$ cat config.mk
export PLATFORM = sky130hd
export DESIGN_NAME = top_k_unpacker
export DESIGN_NICKNAME = d
export VERILOG_FILES = /design/src/rtl/top_k_pkg.sv /design/src/rtl/top_k_lane_sel.sv /design/src/rtl/top_k_unpacker.sv
export SDC_FILE = /design/constraint.sdc
export NUM_CORES = 2
export LEC_CHECK = 0
export ABC_AREA = 1
export CAP_MARGIN = 10
export CORE_AREA = 2 2 266 268
export DETAILED_ROUTE_END_ITERATION = 8
export DIE_AREA = 0 0 268 270
export PLACE_DENSITY = 0.71
export SLEW_MARGIN = 30
export SYNTH_ARGS = -nofsm -noshare
export SYNTH_HDL_FRONTEND = slang
export SYNTH_SLANG_ARGS = --single-unit
$ cat constraint.sdc
create_clock -name clk -period 3.9 [get_ports clk]
set_input_delay 0.78 -clock clk [delete_from_list [all_inputs] [get_ports clk]]
set_output_delay 0.78 -clock clk [all_outputs]
set_load 0.02 [all_outputs]
$ cat src/rtl/top_k_pkg.sv
// Shared constants and state encoding for the top-k input unpacker.
package top_k_pkg;

  localparam int INTEGER_SIZE = 32;
  localparam int DATA_WIDTH   = 512;
  localparam int LANES        = DATA_WIDTH / INTEGER_SIZE;
  localparam int KEEP_W       = DATA_WIDTH / 8;
  localparam int CNT_BITS     = 32;
  localparam int SEL_W        = $clog2(LANES);

  typedef enum logic {
    ST_EMPTY = 1'b0,
    ST_DRAIN = 1'b1
  } state_e;

endpackage

$ cat src/rtl/top_k_lane_sel.sv
// Lowest-set-lane picker over the pending-lane mask of the holding register.
module top_k_lane_sel
  import top_k_pkg::*;
(
  input  logic [LANES-1:0] mask,
  output logic [SEL_W-1:0] sel,
  output logic             any,
  output logic             one_left
);

  logic [LANES-1:0] mask_m1;

  // Priority search from the top down so the lowest set index wins.
  always_comb begin
    sel     = '0;
    mask_m1 = mask - {{(LANES-1){1'b0}}, 1'b1};
    for (int i = LANES - 1; i >= 0; i--) begin
      if (mask[i]) sel = SEL_W'(i);
    end
    any      = |mask;
    // Clearing the lowest set bit leaves nothing exactly when one bit is set.
    one_left = any && ((mask & mask_m1) == '0);
  end

endmodule

$ cat src/rtl/top_k_unpacker.sv
// Serialises 512-bit stream words into 32-bit integers and frames them into
// batches of batch_len integers with a generated TLAST.
//
// Handshakes on both ports: a beat transfers on a rising clk edge where
// TVALID and TREADY are both high; a raised TVALID holds its data stable
// until that transfer, except when clear or rst flushes the datapath.
module top_k_unpacker
  import top_k_pkg::*;
(
  input  logic                    clk,
  input  logic                    rst,
  input  logic                    clear,
  input  logic                    s_axis_TVALID,
  output logic                    s_axis_TREADY,
  input  logic [DATA_WIDTH-1:0]   s_axis_TDATA,
  input  logic [KEEP_W-1:0]       s_axis_TKEEP,
  input  logic                    s_axis_TLAST,
  input  logic [CNT_BITS-1:0]     batch_len,
  output logic                    m_axis_TVALID,
  input  logic                    m_axis_TREADY,
  output logic [INTEGER_SIZE-1:0] m_axis_TDATA,
  output logic                    m_axis_TLAST,
  output logic [CNT_BITS-1:0]     batches_done,
  output logic                    keep_err
);

  state_e                state_q, state_d;
  logic [DATA_WIDTH-1:0] hold_q, hold_d;
  logic [LANES-1:0]      mask_q, mask_d;
  logic [CNT_BITS-1:0]   cnt_q, cnt_d;
  logic [CNT_BITS-1:0]   len_q, len_d;
  logic [CNT_BITS-1:0]   batches_q, batches_d;
  logic                  keep_err_q, keep_err_d;

  logic [SEL_W-1:0]      sel;
  logic                  any_left;
  logic                  one_left;
  logic [LANES-1:0]      lane_mask;
  logic                  lane_partial;
  logic [CNT_BITS-1:0]   live_len;
  logic [CNT_BITS-1:0]   eff_len;
  logic                  in_hs;
  logic                  out_hs;

  top_k_lane_sel u_lane_sel (
    .mask     (mask_q),
    .sel      (sel),
    .any      (any_left),
    .one_left (one_left)
  );

  // Segment boundaries from TCP carry no batch meaning.
  logic unused_tlast;
  assign unused_tlast = s_axis_TLAST ^ any_left;

  // State and datapath registers; rst abandons any partial batch.
  always_ff @(posedge clk) begin
    if (rst) begin
      state_q    <= ST_EMPTY;
      hold_q     <= '0;
      mask_q     <= '0;
      cnt_q      <= '0;
      len_q      <= '0;
      batches_q  <= '0;
      keep_err_q <= 1'b0;
    end else begin
      state_q    <= state_d;
      hold_q     <= hold_d;
      mask_q     <= mask_d;
      cnt_q      <= cnt_d;
      len_q      <= len_d;
      batches_q  <= batches_d;
      keep_err_q <= keep_err_d;
    end
  end

  // Output decode: current lane, batch framing and input backpressure.
  always_comb begin
    live_len      = (batch_len == '0) ? CNT_BITS'(1) : batch_len;
    eff_len       = (cnt_q == '0) ? live_len : len_q;
    m_axis_TVALID = (state_q == ST_DRAIN);
    m_axis_TDATA  = hold_q[int'(sel) * INTEGER_SIZE +: INTEGER_SIZE];
    m_axis_TLAST  = m_axis_TVALID && (cnt_q == eff_len - CNT_BITS'(1));
    out_hs        = m_axis_TVALID && m_axis_TREADY;
    // Reload while the final lane leaves, so full words stream bubble-free.
    s_axis_TREADY = !rst && !clear &&
                    ((state_q == ST_EMPTY) || (out_hs && one_left));
    in_hs         = s_axis_TVALID && s_axis_TREADY;
    batches_done  = batches_q;
    keep_err      = keep_err_q;
  end

  // Lane qualification: only fully-kept lanes carry an integer.
  always_comb begin
    lane_mask    = '0;
    lane_partial = 1'b0;
    for (int k = 0; k < LANES; k++) begin
      lane_mask[k] = &s_axis_TKEEP[4*k +: 4];
      if ((|s_axis_TKEEP[4*k +: 4]) && !(&s_axis_TKEEP[4*k +: 4])) lane_partial = 1'b1;
    end
  end

  // Next-state: drain lanes, count batches, load words; clear overrides all.
  always_comb begin
    state_d    = state_q;
    hold_d     = hold_q;
    mask_d     = mask_q;
    cnt_d      = cnt_q;
    len_d      = len_q;
    batches_d  = batches_q;
    keep_err_d = 1'b0;
    if (clear) begin
      state_d = ST_EMPTY;
      mask_d  = '0;
      cnt_d   = '0;
    end else begin
      if (out_hs) begin
        mask_d[sel] = 1'b0;
        if (one_left) state_d = ST_EMPTY;
        // Length is frozen at the first integer so mid-batch edits wait.
        if (cnt_q == '0) len_d = live_len;
        cnt_d = m_axis_TLAST ? '0 : cnt_q + CNT_BITS'(1);
        if (m_axis_TLAST) batches_d = batches_q + CNT_BITS'(1);
      end
      if (in_hs) begin
        hold_d     = s_axis_TDATA;
        mask_d     = lane_mask;
        state_d    = (lane_mask != '0) ? ST_DRAIN : ST_EMPTY;
        keep_err_d = lane_partial;
      end
    end
  end

endmodule

==> results.json <==
{
  "setup.worst_path.class": "reg -> out",
  "dp_hpwl_um": 104000,
  "firstDrtPassIters": 6,
  "setup-violations-final": 47,
  "avgRoutedWirePerCell_um": 21.2,
  "stdcell_count": 6574,
  "syn_avg_cell_area_um2": 6.85,
  "yosys-top-cells-area": "dfxtp_1 41%, inv_1 10%, o21ai_0 9.6%",
  "critPathLaunchType": "flip-flop",
  "cts_root_buf": "clkbuf_16",
  "intPower_mw": 12.8,
  "ys_seq_area_frac": 0.411,
  "core_um2": 69500,
  "ios": 682,
  "drt_iter0_drc": 3240,
  "min-delay-path-class": "reg -> reg",
  "rows": 97,
  "route.vias.total": 35200,
  "synth-edff-count": 0,
  "area_growth_syn_to_layout_pct": 55.3,
  "place.gp.congestion": 0.973,
  "ys.flop_type": "dfxtp_1",
  "hold_depth": 2,
  "clkSinkCount": 626,
  "htree_num_levels": 3,
  "drcViolationCount": 0,
  "r2r_slack_ns": -0.52,
  "switching_share": 0.280,
  "status": "finished, violations left",
  "die_w_um": 268,
  "min_period_over_period": 1.16,
  "synthAdderAreaFrac": 0.00164,
  "syn_area_um2": 30500,
  "cts_buffer_depth": 3,
  "via_per_inst": 5.35,
  "numCtsBuffers": 73,
  "p_comb_frac": 0.213,
  "yosys_warnings": 0,
  "tns_ns": -21.58,
  "clkSlewWorstSetupHoldPaths_ns": 0.06,
  "cts_hold_buf": 0,
  "synth-simple-area-share": 0.173,
  "grt_pass1_vias": 32500,
  "stdcell_area_um2": 47400,
  "tightest_slew_ns": 0.870,
  "io_buffers": 680,
  "fmax_mhz": 221,
  "clock_latency_ns": 0.65,
  "die_height_um": 270,
  "initial_core_util": 0.439,
  "violations": "setup timing",
  "critical_path.max_fanout": 13,
  "r2r_cells": 35,
  "slew_violations": 0,
  "dp.cells": 6294,
  "synth_top_cell_area_share": 0.411,
  "clkPwrFrac": 0.407,
  "p_leak_nw": 19.0,
  "ys_ff_latch": 626,
  "wl_met2_um": 64100,
  "grt_setup_unrepaired": "true",
  "cts_tree": "done",
  "finalWorstSetupSlack_ns": -0.617,
  "hold_viol": 0,
  "fin_crit_ns": 4.52,
  "grt_pass1_wl_um": 198000,
  "setup.worst_path.end_class": "primary output",
  "postRouteAntennaNets": 0,
  "grt_util_all_layers": 0.363,
  "postSynthCellCount": 4454,
  "overflow": 0,
  "power.switching_mw": 4.99,
  "synth_area_leader_cell": "dfxtp_1",
  "seqPwrFrac": 0.380,
  "place_area_um2": 41700,
  "antenna_found_initial": 47,
  "async_reset_ff_frac": 0,
  "grt_max_degree": 146,
  "synth_compound_area_frac": 0.258,
  "synth_xor_area_frac": 0.0144,
  "final_nets": 6161,
  "yosys-mux-area-fraction": 0,
  "drv_cap": 0,
  "cp.required_ns": 3.12,
  "yosysUniqueCellTypes": 54,
  "drive_above_1_share": 0.191,
  "wl_met1_um": 52800,
  "peakVddDrop_v": 0.000293,
  "highest_layer": "met5",
  "power.density_nw_per_um2": 376,
  "synth_top_family_by_area": "compound AO/OA/AOI/OAI gates",
  "slew_headroom": 0.414,
  "crit_arrival_ns": 3.74,
  "dieArea_um2": 72400,
  "fill_cells": 5867,
  "skew_ns": 0.0419,
  "wl_met3_um": 12900,
  "syn_nets": 5072,
  "wirelength_um": 139000
}
area by class of cell:
cell class                 count  area [µm²]  area share
multi-input combinational   2703       15200       0.320
timing repair buffer        1292       12700       0.268
sequential                   626       12500       0.265
inverter                     847        3200      0.0676
clock buffer                  98        2050      0.0433
antenna                       39        97.6     0.00206
clock inverter                29         472     0.00995
tap                          940        1180      0.0248
Yosys cell counts (3+ instances only):
master    number
nor4_1        31
buf_1         10
nand2_2       12
buf_4          7
clkbuf_1     217
dfxtp_1      626
o21ai_0      588
o31ai_1      129
nor2_1       450
o21ai_2        3
or4_1          4
nor2_2        15
or2_1          7
a21oi_1      559
o21bai_2       3
o22ai_1      129
nor3b_1        5
clkinv_1       4
buf_6          5
inv_1        837
inv_2          6
a221oi_1       4
nor3_1        27
xor2_1        47
buf_2         38
nand4_1       90
o21ai_1        8
nand3_1       85
nor2_4         8
o211ai_1      14
nand2_1      435
o21bai_1       3
nand3b_1      15
xnor2_1        3
ha_1           4
critical path, stage by stage (launching register included):
cell and delay (ns):
dfxtp_2 0.32, inv_2 0.08, ha_4 0.17, nand3_4 0.09, inv_2 0.07, nand2_4 0.06
nor2_8 0.23, buf_6 0.14, buf_12 0.12, nand3b_1 0.12, nand2_2 0.12, nand2_1 0.07
buf_4 0.13, nor2_2 0.12, nand4_1 0.21, nor2_2 0.15, nor2_1 0.06, nor2_1 0.08
nand2_1 0.06, nor2_2 0.13, nand2_1 0.11, nor2_4 0.12, inv_2 0.06, nor2_1 0.10
buf_4 0.15
timing repair:
action,CTS,global route
gates resized for setup,382,231
pin swaps,73,126
buffers inserted,63,63
gates cloned,9,5
endpoints found under the setup margin,45,92
power by group through the flow:
stage | clock, mW | combinational [mW] | sequential [mW]
detailed placement | 0 | 2.98 | 6.91
CTS | 7.31 | 3.42 | 6.77
floorplan | 0 | 1.24 | 6.89
finish | 7.27 | 3.80 | 6.77
global route | 7.57 | 3.99 | 6.79
global placement | 0 | 2.97 | 6.90
routing by layer:
layer,global-route usage,vias up
li1,-,16800
met1,0.440,16300
met2,0.589,1647
met3,0.0788,415
met4,0.218,22
met5,0,-
stage by stage:
| step | utilization | setup slack, ns | hold WS [ns] | power, mW |
|---|---|---|---|---|
| after floorplan | - | 0.0141 | 0.430 | 8.13 |
| after global placement | 0.599 | -1.07 | 0.438 | 9.87 |
| after detailed placement | 0.599 | -1.11 | 0.442 | 9.89 |
| after CTS | 0.662 | -0.584 | 0.451 | 17.5 |
| after global routing | 0.681 | -0.784 | 0.463 | 18.4 |
| final | 0.681 | -0.617 | 0.449 | 17.8 |
cells in the final DEF (no fill, tap or decap), drive strengths merged, types with 5 or more instances in the layout:
cell	count
inv	847
clkdlybuf4s50	646
buf	641
dfxtp	626
o21ai	599
a21oi	560
nor2	475
nand2	449
o22ai	129
o31ai	129
clkbuf	103
nand4	91
nand3	87
xor2	47
diode	39
nor4	31
nor3	28
clkinv	18
nand3b	16
o211ai	14
bufinv	10
or2	9
o21bai	6
nor3b	5
state kept, by name (all words and copies together), names as in the netlist:
name / cells
batches_done: 32
cnt_q: 32
hold_q: 512
keep_err: 1
len_q: 32
m_axis_TVALID: 1
mask_q: 16
path summary, 6_finish.rpt:
kind / from / endpoint
hold / removal: hold_q[457] / hold_q[457]
setup / recovery: cnt_q[0] / m_axis_TLAST
setup reg to reg: cnt_q[22] / cnt_q[24]
hold reg to reg: hold_q[457] / hold_q[457]
kinds of logic (layout without fill, tap and decap cells):
family / after synthesis / after routing
compound gates: 1451 / 1451
xor+xnor: 50 / 50
fa+ha+maj: 4 / 4
buf+inv: 1125 / 2266
flops: 626 / 626
other cells: 0 / 39
simple gates: 1198 / 1198
Note: power is estimated with default switching activity, not from simulation.
